$ cat src/rtl/simon_96144_core.sv
// Iterative SIMON 96/144 core: one round per clock against a round-key store filled once per key load.
// Define SIMON_DECRYPT_EN to build the decrypt datapath; otherwise enc_dec is ignored and the core always encrypts.
module simon_96144_core #(
  parameter int N  = 48,
  parameter int M  = 3,
  parameter int T  = 54,
  parameter int CO = 6
) (
  input  logic                clk,
  input  logic                nR,
  input  logic                newData,
  input  logic                newKey,
  input  logic                enc_dec,
  input  logic                readData,
  input  logic [2*N-1:0]      plain,
  input  logic [M-1:0][N-1:0] key,
  output logic                ldData,
  output logic                ldKey,
  output logic                doneData,
  output logic                doneKey,
  output logic [2*N-1:0]      cipher
);

  localparam logic [1:0] KIDLE  = 2'd0;
  localparam logic [1:0] KEXP   = 2'd1;
  localparam logic [1:0] KREADY = 2'd2;

  localparam logic [1:0] IDLE = 2'd0;
  localparam logic [1:0] RUN  = 2'd1;
  localparam logic [1:0] DONE = 2'd2;
  localparam logic [1:0] REL  = 2'd3;

  localparam logic [CO-1:0] LAST = CO'(T - 1);
  localparam logic [CO-1:0] MW   = CO'(M);

  // Bit j of the z3 sequence is Z3[j] (ascending range keeps the literal readable).
  localparam logic [0:61] Z3 = 62'b11011011101011000110010111100000010010001010011100110100001111;

  function automatic logic [N-1:0] rol(input logic [N-1:0] v, input int s);
    return (v << s) | (v >> (N - s));
  endfunction

  function automatic logic [N-1:0] ror(input logic [N-1:0] v, input int s);
    return (v >> s) | (v << (N - s));
  endfunction

  function automatic logic [N-1:0] f_round(input logic [N-1:0] v);
    return (rol(v, 1) & rol(v, 8)) ^ rol(v, 2);
  endfunction

  logic [1:0]      kstate_q, kstate_d;
  logic [CO-1:0]   kcnt_q, kcnt_d;
  logic            ld_key_q, ld_key_d;
  logic            done_key_q, done_key_d;
  logic [N-1:0]    win_q [M];
  logic [N-1:0]    win_d [M];
  logic [N-1:0]    rk_q [T];
  logic [N-1:0]    rk_d [T];

  logic [1:0]      dstate_q, dstate_d;
  logic [CO-1:0]   cnt_q, cnt_d;
  logic            ld_data_q, ld_data_d;
  logic            done_data_q, done_data_d;
  logic [2*N-1:0]  cipher_q, cipher_d;
  logic [N-1:0]    x_q, x_d, y_q, y_d;

  logic            key_start, data_start;
  logic [CO-1:0]   zidx;
  logic [N-1:0]    k_tmp, k_new;
  logic [CO-1:0]   rk_idx;
  logic [N-1:0]    rk_cur;
  logic [N-1:0]    rx, ry;

`ifdef SIMON_DECRYPT_EN
  logic dir_q, dir_d;
  assign rk_idx = dir_q ? cnt_q : LAST - cnt_q;
`else
  logic unused_enc_dec;
  assign unused_enc_dec = enc_dec;
  assign rk_idx = cnt_q;
`endif

  assign rk_cur = rk_q[rk_idx];

  // Key loads wait out a running block; a simultaneous data request yields to the key.
  assign key_start  = newKey && (dstate_q != RUN) && (kstate_q != KEXP);
  assign data_start = (dstate_q == IDLE) && newData && done_key_q && !key_start;

  // Window holds k_{i-3}, k_{i-2}, k_{i-1} so expansion never reads the store.
  always_comb begin
    zidx  = kcnt_q - MW;
    k_tmp = ror(win_q[M-1], 3);
    k_tmp = k_tmp ^ ror(k_tmp, 1);
    k_new = ~win_q[0] ^ k_tmp ^ {{(N-1){1'b0}}, Z3[zidx]} ^ N'(3);
  end

  always_comb begin
    rx = y_q ^ f_round(x_q) ^ rk_cur;
    ry = x_q;
`ifdef SIMON_DECRYPT_EN
    if (!dir_q) begin
      rx = y_q;
      ry = x_q ^ f_round(y_q) ^ rk_cur;
    end
`endif
  end

  always_comb begin
    kstate_d   = kstate_q;
    kcnt_d     = kcnt_q;
    ld_key_d   = 1'b0;
    done_key_d = done_key_q;
    win_d      = win_q;
    rk_d       = rk_q;

    case (kstate_q)
      KIDLE, KREADY: begin
        if (key_start) begin
          for (int j = 0; j < M; j++) begin
            win_d[j] = key[j];
            rk_d[j]  = key[j];
          end
          kcnt_d     = MW;
          ld_key_d   = 1'b1;
          done_key_d = 1'b0;
          kstate_d   = KEXP;
        end
      end
      KEXP: begin
        rk_d[kcnt_q] = k_new;
        for (int j = 0; j < M - 1; j++) win_d[j] = win_q[j+1];
        win_d[M-1] = k_new;
        kcnt_d     = kcnt_q + 1'b1;
        if (kcnt_q == LAST) begin
          kstate_d   = KREADY;
          done_key_d = 1'b1;
        end
      end
      default: kstate_d = KIDLE;
    endcase
  end

  always_comb begin
    dstate_d    = dstate_q;
    cnt_d       = cnt_q;
    ld_data_d   = 1'b0;
    done_data_d = done_data_q;
    cipher_d    = cipher_q;
    x_d         = x_q;
    y_d         = y_q;
`ifdef SIMON_DECRYPT_EN
    dir_d       = dir_q;
`endif

    case (dstate_q)
      IDLE: begin
        if (data_start) begin
          x_d       = plain[2*N-1:N];
          y_d       = plain[N-1:0];
`ifdef SIMON_DECRYPT_EN
          dir_d     = enc_dec;
`endif
          cnt_d     = '0;
          ld_data_d = 1'b1;
          dstate_d  = RUN;
        end
      end
      RUN: begin
        x_d   = rx;
        y_d   = ry;
        cnt_d = cnt_q + 1'b1;
        if (cnt_q == LAST) begin
          cipher_d    = {rx, ry};
          done_data_d = 1'b1;
          dstate_d    = DONE;
        end
      end
      DONE: begin
        if (readData) begin
          done_data_d = 1'b0;
          dstate_d    = REL;
        end
      end
      REL: begin
        if (!readData) dstate_d = IDLE;
      end
      default: dstate_d = IDLE;
    endcase
  end

  always_ff @(posedge clk) begin
    if (nR) begin
      kstate_q    <= KIDLE;
      kcnt_q      <= '0;
      ld_key_q    <= 1'b0;
      done_key_q  <= 1'b0;
      dstate_q    <= IDLE;
      cnt_q       <= '0;
      ld_data_q   <= 1'b0;
      done_data_q <= 1'b0;
      cipher_q    <= '0;
    end else begin
      kstate_q    <= kstate_d;
      kcnt_q      <= kcnt_d;
      ld_key_q    <= ld_key_d;
      done_key_q  <= done_key_d;
      dstate_q    <= dstate_d;
      cnt_q       <= cnt_d;
      ld_data_q   <= ld_data_d;
      done_data_q <= done_data_d;
      cipher_q    <= cipher_d;
    end
  end

  // Datapath state carries no reset; doneKey/doneData gate its validity.
  always_ff @(posedge clk) begin
    rk_q  <= rk_d;
    win_q <= win_d;
    x_q   <= x_d;
    y_q   <= y_d;
`ifdef SIMON_DECRYPT_EN
    dir_q <= dir_d;
`endif
  end

  assign ldData   = ld_data_q;
  assign ldKey    = ld_key_q;
  assign doneData = done_data_q;
  assign doneKey  = done_key_q;
  assign cipher   = cipher_q;

endmodule

$ cat config.mk
export PLATFORM = sky130hd
export DESIGN_NAME = simon_96144_core
export DESIGN_NICKNAME = d
export VERILOG_FILES = /design/src/rtl/simon_96144_core.sv
export SDC_FILE = /design/constraint.sdc
export NUM_CORES = 2
export LEC_CHECK = 0
export BUFFER_PORTS_ARGS = -buffer_cell sky130_fd_sc_hd__buf_2
export CORE_MARGIN = 3
export CORE_UTILIZATION = 60
export CTS_CLUSTER_DIAMETER = 200
export CTS_CLUSTER_SIZE = 40
export DETAILED_ROUTE_END_ITERATION = 8
export GPL_ROUTABILITY_DRIVEN = 0
export PLACE_DENSITY = 0.77
export SETUP_SLACK_MARGIN = 0.05
export SYNTH_ARGS = -nofsm -noshare
export SYNTH_HDL_FRONTEND = slang
export SYNTH_SLANG_ARGS = --single-unit
$ cat constraint.sdc
create_clock -name clk -period 7.7 [get_ports clk]
set_input_delay 0.77 -clock clk [delete_from_list [all_inputs] [get_ports clk]]
set_output_delay 0.77 -clock clk [all_outputs]
set_load 0.01 [all_outputs]
Word level (Yosys, flattened, before mapping) --
Memories as Yosys holds them, arrays and structs flattened. Cells that the tools add are included.
Storage, ports and cells: memories kept 1, ROM bits 64, register bits after elaboration 2948, bits of input ports 246
Operators by class: $lt $le $gt $ge 4, muxes and demuxes 35, reduce and logical (&&, ||, !) cells 22, equal/unequal tests 15, add/subtract/negate cells 3, bitwise gates (word level) 19
Memories:
- (name not given) | depth 64, width 1, read ports 1, clocked after Yosys merged registers in 0, write ports 0, line 94 | k_new = ~win_q[0] ^ k_tmp ^ {{(N-1){1'b0}}, Z3[zidx]} ^ N'(3);
Operators by type and width (number):
- bitwise mux 2592 bit | 1
- one-hot mux 144 bit (2 select lines) | 2
- binary-select mux 48 bit (select 6 bit) | 1
- demux 48 bit (select 6 bit) | 1
- 2-to-1 mux 48 bit | 5
- bitwise XOR 48 bit | 5
- one-hot mux 48 bit (2 select lines) | 2
- 2-to-1 mux 144 bit | 1
- AND 48 bit | 1
- inverter 48 bit | 1
- OR 45 x 48 -> 48 bit | 1
- OR 47 x 48 -> 48 bit | 1
- OR 48 x 1 -> 48 bit | 1
- OR 48 x 2 -> 48 bit | 1
- OR 48 x 8 -> 48 bit | 1
- bitwise XOR 48 x 1 -> 48 bit | 1
- one-hot mux 6 bit (2 select lines) | 2
- greater-or-equal comparator 7 bit (second input constant) | 3
- inverter 6 -> 7 bit | 3
- adder 6 x 1 -> 6 bit (second input constant) | 2
- equality test 6 bit (second input constant) | 2
- 2-to-1 mux 2 bit | 6
- 2-to-1 mux 6 bit | 2
- inequality test 2 bit (second input constant) | 6
- 19 further kinds | 46

Logic depth before layout (Yosys ltp) --
depth after elaboration 9, mapped depth 15

Worst setup path after synthesis --
OpenSTA, ideal clock, no wires.
kind input-to-reg, from in newKey, to reg cnt_q[5], arrival time 6976 ps, setup slack 653 ps, required time 7629 ps, library setup time 71 ps, buffers on the path 0, stages on the path 6, cell sequence nand2_1 -> a21oi_1 -> a21oi_1 -> nand4_1 -> or3_1 -> a21oi_1
Between the ends: longest elaborated chain between the ends 6
RTL lines:
- start: declaration | line 12 | input logic newKey,
- logical AND 1 bit (2 in series) | line 86 | assign key_start = newKey && (dstate_q != RUN) && (kstate_q != KEXP);
- logical NOT 1 bit | line 87 | assign data_start = (dstate_q == IDLE) && newData && done_key_q && !key_start;
- logical AND 1 bit | line 87
- inequality test 2 bit (no source line)
- AND reduction 2 bit (no source line)
- end signal: assignment | line 208 | cnt_q <= cnt_d;
- end: declaration | line 61 | logic [CO-1:0] cnt_q, cnt_d;
Every way passes these cells. A chain may end at the register's enable or synchronous reset.

Worst setup path after layout --
from reg cnt_q[1], to reg x_q[39] (netlist: ry[39]), data pin
Between the ends: longest elaborated chain between the ends 6
RTL lines:
- inverter 6 -> 7 bit (implied by the code) | line 83 | assign rk_cur = rk_q[rk_idx];
- binary-select mux 48 bit (select 6 bit) | line 83
- 2-to-1 mux 48 bit (implied by the code) (2 in series) | line 83
- bitwise XOR 48 bit | line 98 | rx = y_q ^ f_round(x_q) ^ rk_cur;
- one-hot mux 48 bit (2 select lines) | line 155 | case (dstate_q)
- named net x_d[39] | line 65 | logic [N-1:0] x_q, x_d, y_q, y_d;
- end signal: assignment | line 219 | x_q <= x_d;
- end: declaration | line 65
The timed path passes the listed nets, and every way through them passes these cells. The select of a mux whose other input is x is not followed.

==> results_dict.tcl <==
set metrics [dict create \
    cp-endpoint "ry[39]$_DFFE_PP_" \
    ys_seq_elements 2948 \
    max-slew-margin-rel 0.03851 \
    timing.rr.start "cnt_q[1]$_SDFFE_PP0P_" \
    worstMarginPinSlew_ns 1.442 \
    cp.required_ns 8.23 \
    r2r-end "ry[39]$_DFFE_PP_" \
    wl_per_cell_um 35.57 \
    slew_violations 0 \
    syn_area_per_cell_um2 17.95 \
    clock_path_buffers 3 \
    final_cell_mix "edfxtp_1, nand2_1, mux4_2, mux2i_1, buf_2" \
    max-cap-violations 0 \
    cp_cell_sequence "buf_12 > nand2b_1 > o22ai_1 > o21ai_0 > nor4b_1 > a31oi_1 > xnor2_1 > a21oi_1" \
    routed_wl_um 339600 \
    fillers 13097 \
    worstSkewPairLatency_ns 0.82 \
    grt-ovfl-total 0 \
    clk_pin_slew_ns 0.15 \
    clkSinkCount 2948 \
    syn_nets 6848 \
    hold_viol_final 0 \
    crit_buf_inv 1 \
    ys_warn_count 0 \
    portBuffers 344 \
    crit_slowest_cell "dfxtp_4" \
    crit_family "simple AND/OR/NAND/NOR gates" \
    clock-root-buffer "clkbuf_16" \
    area_growth_pct 6.764 \
    critPathLaunch "cnt_q[1]$_SDFFE_PP0P_" \
    pin_count 346 \
    powerDensity_nw_per_um2 258.0 \
    fmax_mhz 198.2 \
    final_util 0.6463 \
    fin_skew_ns 0.05690 \
    seq_area_um2 87380 \
    ir_drop_mv 0.4857 \
    cp_max_fo 78 \
    rsz0062_at_grt "false" \
    synthCells 6588 \
    antenna_found_initial 54 \
    fin_crit_ns 5.046 \
    htreeDepth 3 \
    timing.setup.tns_ns 0 \
    synth.largest_area_cell "edfxtp_1" \
    start_kind "register" \
    holdWs_ns 0.2313 \
    ant_nets 0 \
    synth_edf_count 2832 \
    final_common_cell "edfxtp_1" \
    grt_util_all_layers 0.3324 \
    r2r_slack_ns 2.65 \
    synth_area_um2 118300 \
    ys_seq_area_frac 0.7386 \
    ys_types 75 \
    worstSetupPathType "reg -> reg" \
    slowest_delay_ns 1.05 \
    cts.repair.resized 0 \
    drc 0 \
    leakage_nw 39.27 \
    hold_buffers 0 \
    synth_area_leaders "edfxtp_1, mux4_2, mux2i_1, dfxtp_1, nand2_1" \
    grt_max_degree 123 \
    dr.pass1.iters 6 \
    cts_made_buffers 83 \
    setup_viol 0 \
    drt_iter0_drc 12221 \
    vias_per_cell 6.992 \
    hold_path_class "in -> reg" \
    grt_pass1_vias 63767 \
    synth_ff_type "edfxtp_1" \
    hp-start "key[30]" \
    dieArea_um2 202500 \
    fin_crit_sh 0.6554 \
    via_count 66752 \
    cp.arrival_ns 5.58 \
    drive_gt1_frac 0.2017 \
    dp_hpwl_um 205900 \
    fp.dieH_um 450.0 \
    multi_input_area_um2 29460 \
    async_flop_share 0 \
    row_count 162 \
    design.final.nets 7106 \
    cts_tree "done" \
    worst-path-stages 8 \
    outcome "finished, final reports clean" \
    grt_pass1_wl_um 476300 \
    postCtsSetupRepairBufs 0 \
    initial_core_util 0.6054 \
    fp.dieW_um 450.0 \
    synth_top_area_share 0.7189 \
    core_area_um2 195400 \
    cp-end-kind "register" \
    ff2ff_path_depth 8 \
]
metal layers:
metal / global-route usage / wire [µm]
met5: 0 / 47
met4: 0.1721 / 21610
met3: 0.07796 / 48730
met2: 0.4916 / 152800
met1: 0.4691 / 116400
worst min path at each step:
stage,end,slack [ns],depth (start not counted)
floorplan,kstate_q[1]$_SDFFE_PP0P_,0.44,2
finish,win_q[126]$_DFFE_PP_,0.23,3
CTS,win_q[107]$_DFFE_PP_,0.20,3
global route,win_q[126]$_DFFE_PP_,0.22,3
global placement,cipher[83]$_SDFFE_PP0P_,0.44,2
detailed placement,cipher[74]$_SDFFE_PP0P_,0.44,2
per-stage QoR:
stage | area (µm²) | worst slack (ns) | power (W) | std cells
finish | 126300 | 2.654 | 0.03258 | 9547
CTS | 126200 | 2.854 | 0.03238 | 9510
floorplan | 118300 | 0.6526 | 0.02376 | 6588
global route | 126300 | 2.511 | 0.03333 | 9537
global placement | 123800 | 2.838 | 0.02587 | 9385
detailed placement | 123800 | 2.841 | 0.02617 | 9385
cells by family after synthesis:
group / synth area share
AO/OA/AOI/OAI: 0.03856
multiplexers: 0.1395
buffers and inverters: 0.01991
XOR/XNOR: 0.01873
AND/OR/NAND/NOR: 0.04323
adder cells (fa/ha/maj): 0.001481
flip-flops: 0.7386
state kept, by name, summed over array words and instances (netlist names), 2 cells and up:
name,count
dstate_q,2
cipher,96
cnt_q,6
kcnt_q,6
rk_q,2592
kstate_q,2
ry,48
y_q,48
win_q,144
power by group:
part	switching, W	internal (W)	total, W	leakage, nW
Sequential	0.000326	0.0205	0.0208	26.6
Combinational	0.00414	0.00106	0.00519	11.5
Clock	0.00445	0.00214	0.00658	1.14
worst register-to-register path, delay by kind of cell (launching register included):
kind / cells / cell delay, ns
and+or+nand+nor: 2 / 1.55
AOI/OAI and AO/OA: 4 / 1.33
DFF: 1 / 1.05
buffers and inverters: 1 / 0.56
xor gates and xnor gates: 1 / 0.28
cell usage after synthesis (25+ instances only):
cell	n
a21oi_1	203
a221oi_1	27
a22oi_1	76
a31oi_1	31
buf_1	25
buf_2	78
buf_4	61
buf_6	38
clkbuf_1	166
dfxtp_1	116
edfxtp_1	2832
inv_1	63
mux2_2	115
mux2i_1	356
mux4_2	496
nand2_1	603
nand3_1	56
nor2_1	355
nor3_1	110
o21ai_0	139
o22ai_1	73
xnor2_1	170
xor2_1	83
layout make-up:
type / count / area share
clock buffers: 121 / 0.01825
diodes: 37 / 0.0007332
well taps: 2624 / 0.02600
clock inverters: 4 / 0.0005449
flip-flops and latches: 2948 / 0.6919
inverters: 67 / 0.002011
repair buffers: 547 / 0.02729
multi-input cells: 3199 / 0.2333
No activity file was read; power rests on OpenSTA's default activity.
